--- src/rtl/spi_master.sv ---
// Single-clock SPI command master: shifts a 10-bit {op, payload} frame out MSB first
// and, for read-data frames, captures one byte from MISO before releasing SS_n.
module spi_master #(
    parameter int RD_WAIT    = 1,
    parameter int GAP_CYCLES = 2
) (
    input  logic       clk,
    input  logic       rst,
    input  logic       cmd_valid,
    output logic       cmd_ready,
    input  logic [1:0] cmd_op,
    input  logic [7:0] cmd_data,
    output logic [7:0] rd_data,
    output logic       rd_valid,
    output logic       busy,
    output logic       SS_n,
    output logic       MOSI,
    input  logic       MISO
);

    typedef enum logic [2:0] {
        ST_IDLE,
        ST_START,
        ST_SHIFT,
        ST_RD_WAIT,
        ST_RX,
        ST_GAP
    } state_t;

    // The first RX cycle already separates the last frame bit from the first
    // MISO sample, so the explicit wait state covers only RD_WAIT-1 cycles.
    localparam logic [15:0] WAIT_LAST = 16'((RD_WAIT > 1) ? (RD_WAIT - 2) : 0);
    localparam logic [15:0] GAP_LAST  = 16'((GAP_CYCLES > 1) ? (GAP_CYCLES - 1) : 0);

    state_t      state;
    logic [9:0]  frame;
    logic        rd_op;
    logic [3:0]  cnt;
    logic [15:0] wcnt;
    logic [7:0]  rx_sr;

    assign cmd_ready = (state == ST_IDLE);
    assign busy      = (state != ST_IDLE);

    always_ff @(posedge clk) begin
        if (rst) begin
            state    <= ST_IDLE;
            frame    <= '0;
            rd_op    <= 1'b0;
            cnt      <= '0;
            wcnt     <= '0;
            rx_sr    <= '0;
            rd_data  <= '0;
            rd_valid <= 1'b0;
            SS_n     <= 1'b1;
            MOSI     <= 1'b0;
        end else begin
            rd_valid <= 1'b0;
            case (state)
                ST_IDLE: begin
                    if (cmd_valid) begin
                        frame <= {cmd_op, cmd_data};
                        rd_op <= (cmd_op == 2'b11);
                        SS_n  <= 1'b0;
                        MOSI  <= cmd_op[1];
                        state <= ST_START;
                    end
                end
                ST_START: begin
                    MOSI  <= frame[9];
                    frame <= {frame[8:0], 1'b0};
                    cnt   <= '0;
                    state <= ST_SHIFT;
                end
                ST_SHIFT: begin
                    if (cnt == 4'd9) begin
                        cnt  <= '0;
                        wcnt <= '0;
                        MOSI <= 1'b0;
                        if (!rd_op) begin
                            SS_n  <= 1'b1;
                            state <= ST_GAP;
                        end else if (RD_WAIT > 1) begin
                            state <= ST_RD_WAIT;
                        end else begin
                            state <= ST_RX;
                        end
                    end else begin
                        MOSI  <= frame[9];
                        frame <= {frame[8:0], 1'b0};
                        cnt   <= cnt + 4'd1;
                    end
                end
                ST_RD_WAIT: begin
                    if (wcnt == WAIT_LAST) begin
                        wcnt  <= '0;
                        state <= ST_RX;
                    end else begin
                        wcnt <= wcnt + 16'd1;
                    end
                end
                ST_RX: begin
                    rx_sr <= {rx_sr[6:0], MISO};
                    if (cnt == 4'd7) begin
                        cnt      <= '0;
                        wcnt     <= '0;
                        rd_data  <= {rx_sr[6:0], MISO};
                        rd_valid <= 1'b1;
                        SS_n     <= 1'b1;
                        state    <= ST_GAP;
                    end else begin
                        cnt <= cnt + 4'd1;
                    end
                end
                ST_GAP: begin
                    if (wcnt == GAP_LAST) begin
                        wcnt  <= '0;
                        state <= ST_IDLE;
                    end else begin
                        wcnt <= wcnt + 16'd1;
                    end
                end
                default: begin
                    state <= ST_IDLE;
                    SS_n  <= 1'b1;
                    MOSI  <= 1'b0;
                end
            endcase
        end
    end

endmodule

--- config.mk ---
export PLATFORM = sky130hd
export DESIGN_NAME = spi_master
export DESIGN_NICKNAME = d
export VERILOG_FILES = /design/src/rtl/spi_master.sv
export SDC_FILE = /design/constraint.sdc
export NUM_CORES = 1
export LEC_CHECK = 0
export CELL_PAD_IN_SITES_DETAIL_PLACEMENT = 1
export CELL_PAD_IN_SITES_GLOBAL_PLACEMENT = 2
export CORE_MARGIN = 3
export CORE_UTILIZATION = 38
export CTS_CLUSTER_SIZE = 10
export DETAILED_ROUTE_END_ITERATION = 6
export PLACE_DENSITY = 0.85
export SYNTH_ARGS = -nofsm -noshare
export SYNTH_HDL_FRONTEND = slang
export SYNTH_SLANG_ARGS = --single-unit
--- constraint.sdc ---
create_clock -name clk -period 5.8 [get_ports clk]
set_clock_uncertainty 0.15 [all_clocks]
set_input_delay 1.16 -clock clk [delete_from_list [all_inputs] [get_ports clk]]
set_output_delay 1.16 -clock clk [all_outputs]
set_load 0.1 [all_outputs]
### Yosys cells after proc, flatten, opt, wreduce, memory -nomap -nowiden

Cells that the tools add are included.
W data, S select, Z words.

* multipliers: 0
* divide/modulo/power cells: 0
* bitwise gates (word level): 3
* $add $sub $neg: 2
* reductions and logical operators: 16
* mux-type cells: 27
* eq/ne operators: 16
* magnitude comparators: 0
* shift operators: 0

Operators with widths (number)
* $mux W16: 4
* $pmux W16 S4: 1
* $pmux W10 S3: 1
* $mux W10: 2
* $pmux W3 S6: 1
* $add A16 B1 Y16 const B: 1
* $eq A16 B1 Y1 const B: 1
* $logic_not A16 Y1: 1
* $mux W3: 5
* $ne A2 B2 Y1 const B: 7
* $pmux W4 S3: 1
* $reduce_and A5 Y1: 2
* $reduce_bool A3 Y1: 3
* $mux W1: 8
* $mux W4: 2
* $pmux W1 S4: 2
* $eq A3 B2 Y1 const B: 2
* $eq A3 B3 Y1 const B: 2
* $reduce_and A2 Y1: 3
* $reduce_and A3 Y1: 2
* $reduce_or A3 Y1: 2
* $add A4 B1 Y4 const B: 1
* $eq A4 B3 Y1 const B: 1
* $eq A4 B4 Y1 const B: 1
* other kinds (6): 8

* bits in read-only memories: 0
* logic and storage cells: 74
* memories kept: 0
* input port bits: 14
* memory bits (writable): 0
* output and inout bits: 13
* register bits: 52
* latch bits: 0

### Logic depth before layout (Yosys ltp)

Gate-level depths: netlist of run 1.

* depth in word-level cells: 4
* gate-level depth with buffers: 7

### Worst setup path after synthesis of run 1

Ideal clock, no wire load.

* kind: register to output
* start point: register state[1]
* end point: output port busy
* path buffers: 2
* cell stages (with the launch flop): 5
* slack: 1.676 ns
* arrival time: 2.814 ns
* cells stage by stage: dfxtp_1 -> buf_6 -> buf_2 -> nor3_2 -> inv_1

* word-level cells in the longest chain between the ends: 1

RTL lines
* start: declaration: RTL line 35 `state_t state;`
* start signal: assignment: RTL line 47 `state <= ST_IDLE;`
* start signal: assignment: RTL line 66 `state <= ST_START;`
* start signal: assignment: RTL line 73 `state <= ST_SHIFT;`
* $reduce_bool A3 Y1: RTL line 43 `assign busy = (state != ST_IDLE);`
* end: declaration: RTL line 15 `output logic busy,`

Every way passes these cells.

### Worst setup path after layout of run 1

* start point: register state[0]
* end point: output port busy

Same word-level chain as after synthesis.

==> impl_metrics.yaml, run 1 <==
status:
  status: "finished, final reports clean"
synth:
  synth_top_cell_area_share: 0.373
  synth_edf_count: 0
  synth.most_common_cell: "dfxtp_1"
  synth.avg_cell_area_um2: 8.80
  synth_cell_types: 63
  ys_top_cells_by_area: "dfxtp_1 (37%), mux2i_1 (7.2%), a21oi_1 (4.5%)"
  synthesis.area_um2: 2790
  synth_common_cells: "dfxtp_1 (52), a21oi_1 (25), nand2_1 (22), nand3_1 (21), mux2i_1 (20)"
  synth-warning-count: 0
  synthCells: 317
  ys_ff_latch: 52
  synth-async-reset-ratio: 0
  synth_ff_type: "dfxtp_1"
  syn_nets: 336
  ys_seq_area_frac: 0.373
  yosysTopAreaCell: "dfxtp_1"
worst_hold_path:
  holdPathStages: 2
  worstHoldPathType: "reg -> reg"
floorplanning:
  die-area_um2: 8410
  start_util: 0.402
  core.rowCount: 30
  io_pins: 27
  chipHeight_um: 91.7
  dieWidth_um: 91.7
  coreArea_um2: 6940
clocking:
  cts_buffers: 5
  clk_pin_slew_worst_paths_ns: 0.10
  clk_path_buf_depth: 2
  tritoncts: "done"
  post_cts.repair.setup_buffers: 0
  cts_max_level: 2
  cts_root_buf: "clkbuf_8"
  cts_hold_buffers: 0
  cts_resized: 0
  clock-sinks: 52
  clk_latency_ns: 0.31
setup_path:
  cp_top_family: "buffers and inverters"
  crit_path_start_kind: "register"
  path_depth: 3
  cp_data_required_time_ns: 4.49
  crit_path_end_kind: "output pin"
  cp_max_fo: 21
  r2r_cells: 4
  cp_cell_sequence: "nor3_2 > inv_1 > clkdlybuf4s50_1"
  cp_num_buf_inv: 2
  crit_slowest_cell: "clkdlybuf4s50_1"
  critPathMaxStageDelay_ns: 1.13
  arrival_ns: 2.57
  path_class: "reg -> out"
timing:
  tns_ns: 0
  rsz0062_at_grt: "false"
  tightestPinTransition_ns: 0.973
  setup_slack_ns: 1.92
  worst_hold_slack_ns: 0.328
  fin_crit_sh: 0.670
  maxSlewViolCount: 0
  final-setup-viol-count: 0
  hold_violations: 0
  fin_crit_ns: 3.88
  fmax_mhz: 257
  timing.slew.headroom: 0.349
layout:
  fin_nets: 347
  nFillCells: 832
  final_cell_area_um2: 3160
  layout.cells.non_filler: 425
  syn2layout_area_growth_pct: 13.2
  drive_gt1_frac: 0.0821
  antenna_cells: 0
  seq_area_um2: 1040
  multi_input_area_um2: 1580
global_route:
  grt_max_degree: 36
  antenna_found_initial: 0
  grt_usage: 0.171
  grt-ovfl-total: 0
  grt_pass1_vias: 2404
  grt_pass1_wl_mm: 11.8
place:
  dp_slack_ns: 2.23
  routabilityCongestion: 0.841
  place_area_um2: 3070
  dpl.hpwl_mm: 4.84
  dp_cells: 417
  portBuffers: 26
drt:
  drt-wirelength-per-cell_um: 16.7
  vias: 2454
  totalWireLength_mm: 7.10
  final_antenna_net_count: 0
  drt-initial-drc-count: 110
  drc_errors: 0
  viasPerCell: 5.77
  drtPass1Iterations: 4
power:
  leakage_nw: 1.15
  power_density_nw_per_um2: 261
  ir_drop_mv: 0.0979
flow_run:
  drv_cap: 0
==> area by class of cell <==
type                       instances  area share
inverter                          14      0.0166
sequential                        52       0.330
timing repair buffer              28      0.0871
tap                               96      0.0380
clock inverter                     3     0.00673
multi-input combinational        227       0.500
clock buffer                       5      0.0218
==> stage by stage <==
| stage | total power [mW] | util |
|---|---|---|
| after floorplan | 0.569 | - |
| after global placement | 0.609 | 0.442 |
| after detailed placement | 0.614 | 0.442 |
| after CTS | 0.832 | 0.455 |
| after global routing | 0.864 | 0.455 |
| final | 0.824 | 0.455 |
==> report_power, final <==
part           switching, mW  internal [mW]  total [mW]
sequential            0.0271          0.379       0.406
combinational          0.127         0.0734       0.200
clock                  0.132         0.0860       0.218
total                  0.286          0.538       0.824
==> sequential cells by signal, summed over array words and instances (netlist names), 3 cells and up <==
| signal | count |
|---|---|
| cnt | 4 |
| state | 3 |
| frame | 10 |
| rd_data | 8 |
| rx_sr | 7 |
| wcnt | 16 |
==> cell families after synthesis <==
| family | after synthesis | share of synthesized area |
|---|---|---|
| muxes | 20 | 0.0717 |
| xor gates and xnor gates | 4 | 0.0152 |
| DFF | 52 | 0.373 |
| buffers and inverters | 38 | 0.0623 |
| adders and majority gates | 5 | 0.0224 |
| and+or+nand+nor | 115 | 0.236 |
| AOI/OAI and AO/OA | 83 | 0.219 |
==> worst register-to-register path: stages (launching register included) <==
cell	delay [ns]
dfxtp_1	0.88
xnor2_2	0.24
nor2_1	0.73
o21ai_1	0.28
o211ai_1	0.24
==> cell usage in the layout, fill, tap and decap left out, types with 3 or more instances in the layout <==
cell	synthesis	final
xnor2_1	3	3
nand3_1	21	21
ha_1	5	5
a211o_1	4	4
clkdlybuf4s50_1	0	26
or3_1	5	5
mux2i_1	20	20
inv_1	14	14
a21oi_1	25	25
o2111ai_1	5	5
o211ai_1	4	4
o21ai_0	7	7
nor2_1	17	17
or2_2	3	3
nand4_1	6	6
dfxtp_1	52	52
clkbuf_8	0	5
a221o_1	3	3
nor3_1	8	8
a311oi_1	9	9
a22o_1	3	3
and3_1	5	5
nor4_1	5	5
nand2_1	22	22
==> worst paths after layout <==
kind	start	end	slack [ns]
worst min-delay path	rx_sr[0]	rx_sr[1]	0.33
worst min register to register	rx_sr[0]	rx_sr[1]	0.33
worst max-delay path	state[0]	busy	1.92
worst max register to register	state[1]	wcnt[7]	3.20
==> metal layers <==
| layer | up-vias | global-route usage | routed length [um] |
|---|---|---|---|
| met4 | 0 | 0.0557 | 83 |
| li1 | 1206 | - | - |
| met5 | - | 0 | 0 |
| met1 | 1206 | 0.243 | 3600 |
| met3 | 7 | 0.0328 | 234 |
| met2 | 35 | 0.260 | 3190 |
No activity file was read; power rests on OpenSTA's default activity.
==> inputs of run 2 (changes only) <==
- CORE_UTILIZATION: 38 -> 32
- PLACE_DENSITY: 0.85 -> 0.76
- clock period: 5.8 -> 3.5 ns (I/O delays scaled with it)
==> run 2 against run 1 <==
Effect of this change:
- sequential share of layout area fell by 0.21 points
- critical path type unchanged
- die area rose by 17%
- largest cell class unchanged
- wire length fell by 3.5%
- register-to-register slack got worse by 1.8 ns
- count of clock-buffer cells in the layout did not move
- worst hold slack got worse by 0.017 ns
- global-route usage fell by 2.9 points
- clock power rose by 67%
==> impl_metrics.yaml, run 2 (synthesis gave the netlist of run 1 again) <==
status:
  status: "finished, final reports clean"
global_route:
  grt_max_degree: 32
  grt_usage: 0.141
  antenna_found_initial: 0
  grt_pass1_vias: 2354
  grt_pass1_wl_mm: 11.5
  grt-ovfl-total: 0
power:
  p_total_mw: 1.37
  power_density_nw_per_um2: 432
  ir_drop_mv: 0.197
  leakage_nw: 1.20
floorplanning:
  start_util: 0.335
  dieWidth_um: 99.4
  chipHeight_um: 99.4
  die-area_um2: 9880
  core.rowCount: 33
  io_pins: 27
  coreArea_um2: 8340
layout:
  drive_gt1_frac: 0.132
  fin_nets: 351
  reg_top3: "wcnt x16, frame x10, rd_data x8"
  syn2layout_area_growth_pct: 13.9
  layout_commonest_cell: "dfxtp_1"
  layout_common_cells: "dfxtp_1 (52), a21oi_1 (25), nand2_1 (22)"
  largest_reg_flops: 16
  multi_input_area_um2: 1590
  nFillCells: 990
  seq_area_um2: 1040
  antenna_cells: 0
  largest_register: "wcnt"
timing:
  tightestPinTransition_ns: 0.790
  maxSlewViolCount: 0
  fin_crit_sh: 0.716
  timing.slew.headroom: 0.469
  setup_slack_ns: 0.995
  tns_ns: 0
  final-setup-viol-count: 0
  rsz0062_at_grt: "false"
  hold_violations: 0
  fmax_mhz: 399
  fin_crit_ns: 2.50
drt:
  final_antenna_net_count: 0
  drt-wirelength-per-cell_um: 15.6
  viasPerCell: 5.55
  drtPass1Iterations: 4
  vias: 2431
  drt-initial-drc-count: 61
  drc_errors: 0
  totalWireLength_mm: 6.85
setup_path:
  cp_cell_sequence: "buf_4 > nor3_4 > inv_1 > buf_4"
  reg2reg_to: "frame[9]"
  timing.rr.start: "state[1]"
  crit_path_start: "state[1]"
  cp_max_fo: 11
  r2r_slack_ns: 1.39
  critPathMaxStageDelay_ns: 0.62
  crit_path_end_kind: "output pin"
  crit_slowest_cell: "dfxtp_1"
  path_depth: 4
  cp_num_buf_inv: 3
  crit_top_cell: "buf_4"
  path_class: "reg -> out"
  crit_end: "busy"
  r2r_cells: 6
  crit_path_start_kind: "register"
  cp_top_family: "buffers and inverters"
  arrival_ns: 1.65
  cp_data_required_time_ns: 2.65
place:
  dp_slack_ns: 0.967
  dpl.hpwl_mm: 4.85
  portBuffers: 26
  routabilityCongestion: 0.762
clocking:
  cts_resized: 0
  post_cts.repair.setup_buffers: 0
  clk_pin_slew_worst_paths_ns: 0.11
  clock-sinks: 52
  clk_path_buf_depth: 2
  cts_buffers: 5
  tritoncts: "done"
  clk_latency_ns: 0.31
  cts_root_buf: "clkbuf_8"
  cts_max_level: 2
  cts_hold_buffers: 0
worst_hold_path:
  worstHoldPathType: "reg -> reg"
flow_run:
  drv_cap: 0
-- run 2: how the worst min path moves through the flow --
stage	startpoint	endpoint	depth (start not counted)
floorplan	rx_sr[6]	rx_sr[6]	2
global placement	rx_sr[6]	rx_sr[6]	2
detailed placement	rx_sr[6]	rx_sr[6]	2
CTS	rx_sr[6]	rx_sr[6]	2
global route	rx_sr[4]	rx_sr[4]	2
finish	rx_sr[6]	rx_sr[6]	2
-- run 2: report_power, final --
group          switching [mW]  internal, mW  leakage [nW]  total [mW]
clock                   0.218         0.146        0.0423       0.364
combinational           0.220         0.124         0.733       0.345
sequential             0.0365         0.627         0.422       0.664
-- run 2: metrics by stage --
stage / hold WS [ns] / utilization / instances / cell area (um^2)
finish: 0.311 / 0.381 / 438 / 3180
global route: 0.350 / 0.381 / 438 / 3180
floorplan: 0.286 / - / 317 / 2800
detailed placement: 0.300 / 0.370 / 430 / 3080
CTS: 0.317 / 0.381 / 438 / 3180
global placement: 0.301 / 0.370 / 430 / 3080
-- run 2: cell type report --
| class | count | area share |
|---|---|---|
| Clock inverter | 3 | 0.00826 |
| Sequential cell | 52 | 0.327 |
| Inverter | 14 | 0.0165 |
| Clock buffer | 5 | 0.0216 |
| Tap cell | 105 | 0.0413 |
| Timing Repair Buffer | 32 | 0.0858 |
| Multi-Input combinational cell | 227 | 0.499 |
-- run 2: tightest hold or removal path, delay by kind of cell (launching register included) --
| family | cells | cell delay, ns |
|---|---|---|
| simple gates | 1 | 0.05 |
| flops | 1 | 0.32 |
| compound gates | 1 | 0.05 |
-- run 2: metal layers --
metal / global-route usage / part of all wire
met5: 0 / 0
met4: 0.0389 / 0.012
met3: 0.0238 / 0.029
met2: 0.234 / 0.46
met1: 0.190 / 0.50
